<file path="config.mk">
export PLATFORM = sky130hd
export DESIGN_NAME = stopwatch_core_flat
export DESIGN_NICKNAME = d
export VERILOG_FILES = /design/src/rtl/stopwatch_pkg.sv /design/src/rtl/stopwatch_core_if.sv /design/src/rtl/stopwatch_core_seg7_decode.sv /design/src/rtl/stopwatch_core.sv /design/src/flat_wrapper.sv
export SDC_FILE = /design/constraint.sdc
export NUM_CORES = 1
export LEC_CHECK = 0
export ABC_AREA = 1
export CAP_MARGIN = 20
export CORE_AREA = 2 2 71 73
export CTS_CLUSTER_DIAMETER = 50
export DETAILED_ROUTE_END_ITERATION = 6
export DIE_AREA = 0 0 73 75
export PLACE_DENSITY = 0.68
export SYNTH_ARGS = -nofsm -noshare
export SYNTH_HDL_FRONTEND = slang
export SYNTH_SLANG_ARGS = --single-unit
</file>
<file path="constraint.sdc">
create_clock -name clk -period 9.38 [get_ports clk]
set_input_delay 2.345 -clock clk [delete_from_list [all_inputs] [get_ports clk]]
set_output_delay 2.345 -clock clk [all_outputs]
set_load 0.02 [all_outputs]
</file>
<file path="src/rtl/stopwatch_pkg.sv">
// Shared types and constants for the stopwatch core: FSM states, wrap limits, segment patterns.
package stopwatch_pkg;

  typedef enum logic [1:0] {
    ST_PAUSED = 2'd0,
    ST_RUN    = 2'd1,
    ST_ADJUST = 2'd2
  } sw_state_e;

  localparam int unsigned MAX_MM_DEFAULT = 59;
  localparam int unsigned MAX_SS_DEFAULT = 59;

  // Active-low {g..a}
  localparam logic [6:0] SEG_BLANK = 7'b1111111;
  localparam logic [6:0] SEG_ZERO  = 7'b1000000;

  function automatic logic [3:0] bcd_digit(input logic [6:0] v, input logic tens);
    return tens ? 4'(v / 7'd10) : 4'(v % 7'd10);
  endfunction

endpackage

</file>
<file path="src/rtl/stopwatch_core_if.sv">
// Pulse/control inputs and time/display outputs of the stopwatch core.
interface stopwatch_core_if;
  logic       one_hz;
  logic       two_hz;
  logic       blink;
  logic       fast;
  logic       pause_btn;
  logic       adj;
  logic       sel;
  logic [6:0] mm;
  logic [6:0] ss;
  logic [3:0] an;
  logic [6:0] seg;
  logic       running;

  modport master (
    output one_hz, two_hz, blink, fast, pause_btn, adj, sel,
    input  mm, ss, an, seg, running
  );

  modport slave (
    input  one_hz, two_hz, blink, fast, pause_btn, adj, sel,
    output mm, ss, an, seg, running
  );
endinterface

</file>
<file path="src/rtl/stopwatch_core_seg7_decode.sv">
// Combinational BCD digit to active-low 7-segment {g..a}; non-decimal codes blank.
module seg7_decode
  import stopwatch_pkg::*;
(
  input  logic [3:0] digit_i,
  output logic [6:0] seg_o
);

  always_comb begin
    seg_o = SEG_BLANK;
    unique case (digit_i)
      4'd0:    seg_o = SEG_ZERO;
      4'd1:    seg_o = 7'b1111001;
      4'd2:    seg_o = 7'b0100100;
      4'd3:    seg_o = 7'b0110000;
      4'd4:    seg_o = 7'b0011001;
      4'd5:    seg_o = 7'b0010010;
      4'd6:    seg_o = 7'b0000010;
      4'd7:    seg_o = 7'b1111000;
      4'd8:    seg_o = 7'b0000000;
      4'd9:    seg_o = 7'b0010000;
      default: seg_o = SEG_BLANK;
    endcase
  end

endmodule

</file>
<file path="src/rtl/stopwatch_core.sv">
// MM:SS stopwatch with run/pause/adjust FSM, 1-cycle counter latency and a registered 4-digit scan.
module stopwatch_core
  import stopwatch_pkg::*;
#(
  parameter int unsigned MAX_MM = MAX_MM_DEFAULT,
  parameter int unsigned MAX_SS = MAX_SS_DEFAULT
) (
  input  logic             clk,
  input  logic             rst_n,
  stopwatch_core_if.slave  bus
);

  localparam logic [6:0] MM_LIM = 7'(MAX_MM);
  localparam logic [6:0] SS_LIM = 7'(MAX_SS);

  sw_state_e  state_q, state_d;
  logic       pause_q, arm_q, pause_rise;
  logic [6:0] mm_q, mm_d, ss_q, ss_d;
  logic [1:0] idx_q;
  logic [3:0] an_q, an_d;
  logic [6:0] seg_q, seg_d, seg_raw;
  logic       running_q;
  logic [3:0] digit;
  logic       blank;

  // arm_q masks the first sample after reset so a button held through release is not an edge
  assign pause_rise = arm_q & bus.pause_btn & ~pause_q;

  always_comb begin
    state_d = state_q;
    if (bus.adj) begin
      state_d = ST_ADJUST;
    end else if (state_q == ST_ADJUST) begin
      state_d = ST_PAUSED;
    end else if (pause_rise) begin
      state_d = (state_q == ST_RUN) ? ST_PAUSED : ST_RUN;
    end
  end

  always_comb begin
    mm_d = mm_q;
    ss_d = ss_q;
    if (state_q == ST_RUN && bus.one_hz) begin
      if (ss_q == SS_LIM) begin
        ss_d = '0;
        mm_d = (mm_q == MM_LIM) ? '0 : mm_q + 7'd1;
      end else begin
        ss_d = ss_q + 7'd1;
      end
    end else if (state_q == ST_ADJUST && bus.two_hz) begin
      if (bus.sel) ss_d = (ss_q == SS_LIM) ? '0 : ss_q + 7'd1;
      else         mm_d = (mm_q == MM_LIM) ? '0 : mm_q + 7'd1;
    end
  end

  // idx 3/2 = minutes tens/units, 1/0 = seconds tens/units
  assign digit = bcd_digit(idx_q[1] ? mm_q : ss_q, idx_q[0]);
  assign blank = (state_q == ST_ADJUST) && !bus.blink && (idx_q[1] != bus.sel);

  seg7_decode u_seg7_decode (
    .digit_i (digit),
    .seg_o   (seg_raw)
  );

  always_comb begin
    an_d  = ~(4'b0001 << idx_q);
    seg_d = blank ? SEG_BLANK : seg_raw;
  end

  always_ff @(posedge clk or negedge rst_n) begin
    if (!rst_n) begin
      state_q   <= ST_PAUSED;
      pause_q   <= 1'b0;
      arm_q     <= 1'b0;
      mm_q      <= '0;
      ss_q      <= '0;
      idx_q     <= 2'd3;
      an_q      <= 4'b0111;
      seg_q     <= SEG_ZERO;
      running_q <= 1'b0;
    end else begin
      state_q   <= state_d;
      pause_q   <= bus.pause_btn;
      arm_q     <= 1'b1;
      mm_q      <= mm_d;
      ss_q      <= ss_d;
      if (bus.fast) idx_q <= idx_q - 2'd1;
      an_q      <= an_d;
      seg_q     <= seg_d;
      running_q <= (state_d == ST_RUN);
    end
  end

  assign bus.mm      = mm_q;
  assign bus.ss      = ss_q;
  assign bus.an      = an_q;
  assign bus.seg     = seg_q;
  assign bus.running = running_q;

endmodule

</file>
<file path="src/flat_wrapper.sv">
// flat-port wrapper written by rule: the top's interface ports become plain ports
module stopwatch_core_flat import stopwatch_pkg::*;
#(
  parameter int unsigned MAX_MM = MAX_MM_DEFAULT,
  parameter int unsigned MAX_SS = MAX_SS_DEFAULT
)
  (clk, rst_n, bus_one_hz, bus_two_hz, bus_blink, bus_fast, bus_pause_btn, bus_adj, bus_sel, bus_mm, bus_ss, bus_an, bus_seg, bus_running);
  stopwatch_core_if bus_i ();
  input  logic clk;
  input  logic rst_n;
  input wire logic [$bits(bus_i.one_hz)-1:0] bus_one_hz;
  input wire logic [$bits(bus_i.two_hz)-1:0] bus_two_hz;
  input wire logic [$bits(bus_i.blink)-1:0] bus_blink;
  input wire logic [$bits(bus_i.fast)-1:0] bus_fast;
  input wire logic [$bits(bus_i.pause_btn)-1:0] bus_pause_btn;
  input wire logic [$bits(bus_i.adj)-1:0] bus_adj;
  input wire logic [$bits(bus_i.sel)-1:0] bus_sel;
  output wire logic [$bits(bus_i.mm)-1:0] bus_mm;
  output wire logic [$bits(bus_i.ss)-1:0] bus_ss;
  output wire logic [$bits(bus_i.an)-1:0] bus_an;
  output wire logic [$bits(bus_i.seg)-1:0] bus_seg;
  output wire logic [$bits(bus_i.running)-1:0] bus_running;
  assign bus_i.one_hz = bus_one_hz;
  assign bus_i.two_hz = bus_two_hz;
  assign bus_i.blink = bus_blink;
  assign bus_i.fast = bus_fast;
  assign bus_i.pause_btn = bus_pause_btn;
  assign bus_i.adj = bus_adj;
  assign bus_i.sel = bus_sel;
  assign bus_mm = bus_i.mm;
  assign bus_ss = bus_i.ss;
  assign bus_an = bus_i.an;
  assign bus_seg = bus_i.seg;
  assign bus_running = bus_i.running;
  stopwatch_core #(.MAX_MM(MAX_MM), .MAX_SS(MAX_SS)) u_core (.clk(clk), .rst_n(rst_n), .bus(bus_i));
endmodule
</file>
; ---- Word-level counts from Yosys, hierarchy flattened
; Memory sizes are Yosys's and may differ from the RTL's.
; Index checks and enable logic that the tools add are counted.
[classes]
n_addsub = 3
n_div = 2
n_eq_ne = 8
shift = 1
muxes = 16
n_bitwise = 4
n_reduce_logical = 9
[op_table]
columns = operator, n
row1 = $mux W7, 11
row2 = $add A7 B1 Y7 const B, 2
row3 = $eq A7 B6 Y1 const B, 2
row4 = $div A7 B4 Y7 const B, 1
row5 = $mod A7 B4 Y7 const B, 1
row6 = $mux W2, 3
row7 = $eq A2 B1 Y1 const B, 2
row8 = $logic_and A1 B1 Y1, 4
row9 = $mux W4, 1
row10 = $not A4 Y4, 1
row11 = $reduce_bool A2 Y1, 2
row12 = $shl A1 B2 Y4 const A, 1
row13 = $reduce_and A3 Y1, 1
row14 = $and A1 B1 Y1, 2
row15 = $eq A2 B2 Y1 const B, 1
row16 = $ne A2 B1 Y1 const B, 1
row17 = $ne A2 B2 Y1 const B, 1
row18 = $reduce_and A2 Y1, 1
row19 = $sub A2 B1 Y2 const B, 1
row20 = $logic_not A1 Y1, 1
row21 = $mux W1, 1
row22 = $ne A1 B1 Y1, 1
row23 = $not A1 Y1, 1
[totals]
register_bits = 32
mem_bits_ro = 112
in_bits = 9
output_inout_bits = 26
wordCells = 53
memories = 1
[memory_table]
columns = name, depth, word_bits, read_ports, rd_ports_with_merged_regs, wr, line_no
row1 = (no name shown), 16, 7, 1, 0, 0, stopwatch_core_seg7_decode.sv:11  ; unique case (digit_i)

; ---- Depth between registers and ports, before layout
[logic_depth]
depth_word = 6
depth_mapped = 28
depth_no_buf = 28

; ---- By module
; Synthesis repeated with hierarchy kept, for this count alone.
[unflattened]
hier_cells = 271
area_unflattened_um2 = 2018.2
[modules_own_cells]
columns = module, instances, cells_per_inst, area_per_inst_um2, seq_area_each_um2
row1 = stopwatch_core, 1, 236, 1830.5, 808.3
row2 = seg7_decode, 1, 35, 187.7, 0.0

; ---- Worst setup path before layout
; Ideal clock, no wire load.
[synth_path]
path_kind = input port to flip-flop
startpoint = in bus_two_hz
endpoint = reg u_core.mm_q[6], in the netlist u_core.bus.mm[6]
setup_time_ns = 0.080
t_arrival_ns = 3.253
required_ns = 9.300
slack_ns = 6.047
path_stages = 7
path_buffers = 0
cell_sequence = inv_1 -> nor2_1 -> nand3b_1 -> o21ai_1 -> nand4_1 -> nor2_1 -> xor2_1
[synth_between]
elab_chain_cells = 3
[synth_lines]
columns = element, line_no
row1 = from (decl), flat_wrapper.sv:12  ; input wire logic [$bits(bus_i.two_hz)-1:0] bus_two_hz;
row2 = $logic_and A1 B1 Y1, stopwatch_core.sv:50  ; end else if (state_q == ST_ADJUST && bus.two_hz) begin
row3 = $reduce_bool A2 Y1 (no source line), -
row4 = $reduce_and A3 Y1 (no source line), -
row5 = to (signal assigned), stopwatch_core.sv:85  ; mm_q <= mm_d;
row6 = to (decl), stopwatch_core.sv:18  ; logic [6:0] mm_q, mm_d, ss_q, ss_d;
; No other way between the ends.
; A chain may end at the register's enable or synchronous reset.

; ---- Worst setup path in the final report
[layout_path]
startpoint = reg u_core.ss_q[6], in the netlist u_core.bus.ss[6]
endpoint = out bus_ss[6]
[layout_rtl]
columns = element, line_no
row1 = from (decl), stopwatch_core.sv:18
row2 = from (signal assigned), stopwatch_core.sv:86  ; ss_q <= ss_d;
row3 = to (decl), flat_wrapper.sv:19  ; output wire logic [$bits(bus_i.ss)-1:0] bus_ss;
; No word-level cell between the ends.

==> qor.yml <==
run:
  cap_violations: 0
setup_path:
  cp-end-kind: "output port"
  crit_type: "flip-flop to output port"
  r2r_setup_slack_ns: 5.77
  ff2ff_path_depth: 24
  cp-start-kind: "flip-flop"
  crit_buf_inv: 1
  r2r_end: "u_core.bus.seg[3]$_DFF_PN0_"
  cp_cell_sequence: "clkdlybuf4s50_1"
  slowest_delay_ns: 0.67
  path_max_fanout: 4
  crit_arrival_ns: 1.44
  crit_path_top_delay_cell: "clkdlybuf4s50_1"
  crit_required_ns: 7.04
  path_delay_family: "buffers and inverters"
  reg2reg_from: "u_core.idx_q[1]$_DFFE_PN1P_"
clock_tree:
  cts_buffers: 5
  postCtsHoldBufs: 0
  clk_pin_slew_ns: 0.06
  cts_setup_buffers: 0
  clk_latency_ns: 0.28
  clock_path_buffers: 2
  cts_root_buf: "clkbuf_8"
  clock_sinks: 32
  cts.repair.resized: 0
  cts_tree: "built"
  h-tree-depth: 2
die:
  std_cell_rows: 25
  dieArea_mm2: 0.005475
  start_util_pct: 44.46
  core_mm2: 0.004661
  dieHeight_um: 75
  io_pins: 35
  fp.dieW_um: 73
timing:
  skew_ns: 0.004379
  maxSlewViolCount: 0
  min_period_ns: 3.786
  hold_violations: 0
  rsz0062_at_grt: "no"
  worst_pin_slew_ns: 0.6182
  setup_viol: 0
  max_freq_mhz: 264.1
  finalCritPeriodShare_pct: 40.36
  relSlewSlack_pct: 58.35
  hold_ws_ns: 0.5471
  fin_setup_tns_ns: 0
status:
  status: "completed"
power_and_ir_drop:
  switchingPower_mw: 0.5151
  leakage_nw: 1.302
  switching_share_pct: 49.55
  p_per_area_mw_per_mm2: 405.1
  p_comb_share_pct: 66.2
  power_mw: 1.040
  seq_power_share_pct: 23.5
  p_int_mw: 0.5244
  p_clk_share_pct: 10.3
  ir_drop_uv: 152.9
route:
  viasPerCell: 4.855
  drt-wirelength-per-cell_um: 11.74
  dr.pass1.iters: 4
  wirelength_um: 4133
  via_count: 1709
  drc: 0
  final_antenna_net_count: 0
  drtIter0Drc: 87
placed_design:
  placed_cells: 344
  dp_hpwl_um: 3204
  port_buffers: 34
  gp_congestion: 0.8749
cells_and_area:
  multi_input_area_mm2: 0.001102
  fillers: 442
  final_layout_size_suffix_gt1_share_pct: 16.44
  ff_latch_area_um2: 808.3
  finalNetCount: 318
  diodes: 0
  instances_no_fill: 352
  area_delta_synth_final_pct: 23.85
worst_hold_path:
  hp-class: "flip-flop to flip-flop"
  worstHoldPathCells: 1
  hp-start: "u_core.bus.mm[6]$_DFFE_PN0P_"
  min_delay_worst_endpoint: "u_core.bus.mm[6]$_DFFE_PN0P_"
logic_synthesis:
  synth_area_mm2: 0.002072
  ys_types: 35
  netlist_instances: 256
  synth_enable_flop_cells: 0
  postSynthAreaPerCell_um2: 8.094
  ys_seq_elements: 32
  ys_seq_area_share_pct: 39.01
  yosys_warnings: 0
  synthFlopType: "dfrtp_1"
  async_flop_share_pct: 100.0
  synth_nets: 277
global_routing:
  first_global_vias: 1599
  grt_overflow: 0
  grtUsageTotal_pct: 16.99
  grt_max_degree: 33
  antenna_found_initial: 0
  grt_pass1_wl_um: 7127
[kinds of logic (layout without fill, tap and decap cells)]
kind of cell,count (synthesis),count (layout),synth area share [%]
xor gates and xnor gates,5,5,2.113
DFF,32,32,39.01
other,1,1,0.1810
AOI/OAI and AO/OA,32,32,10.27
buffers and inverters,41,83,7.790
adders and majority gates,12,12,7.246
and+or+nand+nor,133,133,33.39
[sequential cells by signal, summed over array words and instances, names as in the netlist]
register,count
u_core.bus.running,1
u_core.idx_q,2
u_core.bus.an,4
u_core.pause_q,1
u_core.arm_q,1
u_core.bus.ss,7
u_core.state_q,2
u_core.bus.mm,7
u_core.bus.seg,7
[final cells by class]
| class | count | share of cell area [%] |
|---|---|---|
| multi-input cells | 183 | 42.95 |
| flip-flops and latches | 32 | 31.50 |
| repair buffers | 35 | 13.55 |
| inverters | 40 | 5.851 |
| clock buffers | 8 | 3.510 |
| well taps | 54 | 2.633 |
[Yosys cell counts, types with 2 or more instances]
library cell	instances	share of area [%]
a21oi_1	9	2.2
a2bb2oi_1	2	0.85
dfrtp_1	26	31
dfstp_2	6	7.6
ha_1	12	7.2
inv_1	37	6.7
inv_2	3	0.54
nand2_1	48	8.7
nand2_2	15	4.5
nand2_4	5	2.7
nand3_1	21	5.1
nand3_2	5	2.4
nand3b_1	3	1.1
nand4_1	4	1.2
nor2_1	23	4.2
nor3_1	5	1.2
o21ai_0	8	1.9
o21ai_1	4	0.97
xor2_1	4	1.7
[worst max-delay path by stage]
stage,startpoint,end,cells after the start
floorplan,bus_two_hz,u_core.bus.mm[6]$_DFFE_PN0P_,7
CTS,u_core.bus.ss[6]$_DFFE_PN0P_,bus_ss[6],1
global route,u_core.idx_q[1]$_DFFE_PN1P_,u_core.bus.seg[3]$_DFF_PN0_,22
detailed placement,bus_one_hz,u_core.bus.mm[6]$_DFFE_PN0P_,6
global placement,bus_one_hz,u_core.bus.mm[6]$_DFFE_PN0P_,6
finish,u_core.bus.ss[6]$_DFFE_PN0P_,bus_ss[6],1
[power groups by stage]
stage | logic, mW | registers, mW | clock network, mW
detailed placement | 0.686 | 0.247 | 0
CTS | 0.692 | 0.245 | 0.112
global route | 0.774 | 0.251 | 0.117
global placement | 0.674 | 0.246 | 0
finish | 0.689 | 0.244 | 0.107
floorplan | 0.467 | 0.288 | 0
[stage by stage]
step	utilization, %	area, um2	setup slack, ns
after floorplan	-	2072	6.047
after global placement	53.13	2476	5.451
after detailed placement	53.13	2476	5.398
after CTS	55.06	2566	5.583
after global routing	55.06	2566	5.387
final	55.06	2566	5.594
[layer usage]
layer,global-route usage (%),share of wire (%),vias up
li1,-,-,902
met1,22.62,48,773
met2,26.63,47,30
met3,3.614,3.4,4
met4,7.819,0.82,0
met5,0,0,-
[cell usage in the layout (no fill, tap or decap), drive strengths merged]
master | Yosys | routed
o21ai | 14 | 14
buf | 1 | 1
xor2 | 4 | 4
clkdlybuf4s50 | 0 | 34
xnor2 | 1 | 1
nand3b | 3 | 3
o21bai | 1 | 1
nor3 | 5 | 5
inv | 40 | 40
a2bb2oi | 2 | 2
nand3 | 27 | 27
a21oi | 11 | 11
a21boi | 1 | 1
conb | 1 | 1
nor2 | 24 | 24
a21o | 1 | 1
nand4 | 5 | 5
dfstp | 6 | 6
o22ai | 1 | 1
nand2 | 68 | 68
or2 | 1 | 1
clkbuf | 0 | 8
o21a | 1 | 1
dfrtp | 26 | 26
ha | 12 | 12
No activity file was read; power rests on OpenSTA's default activity.
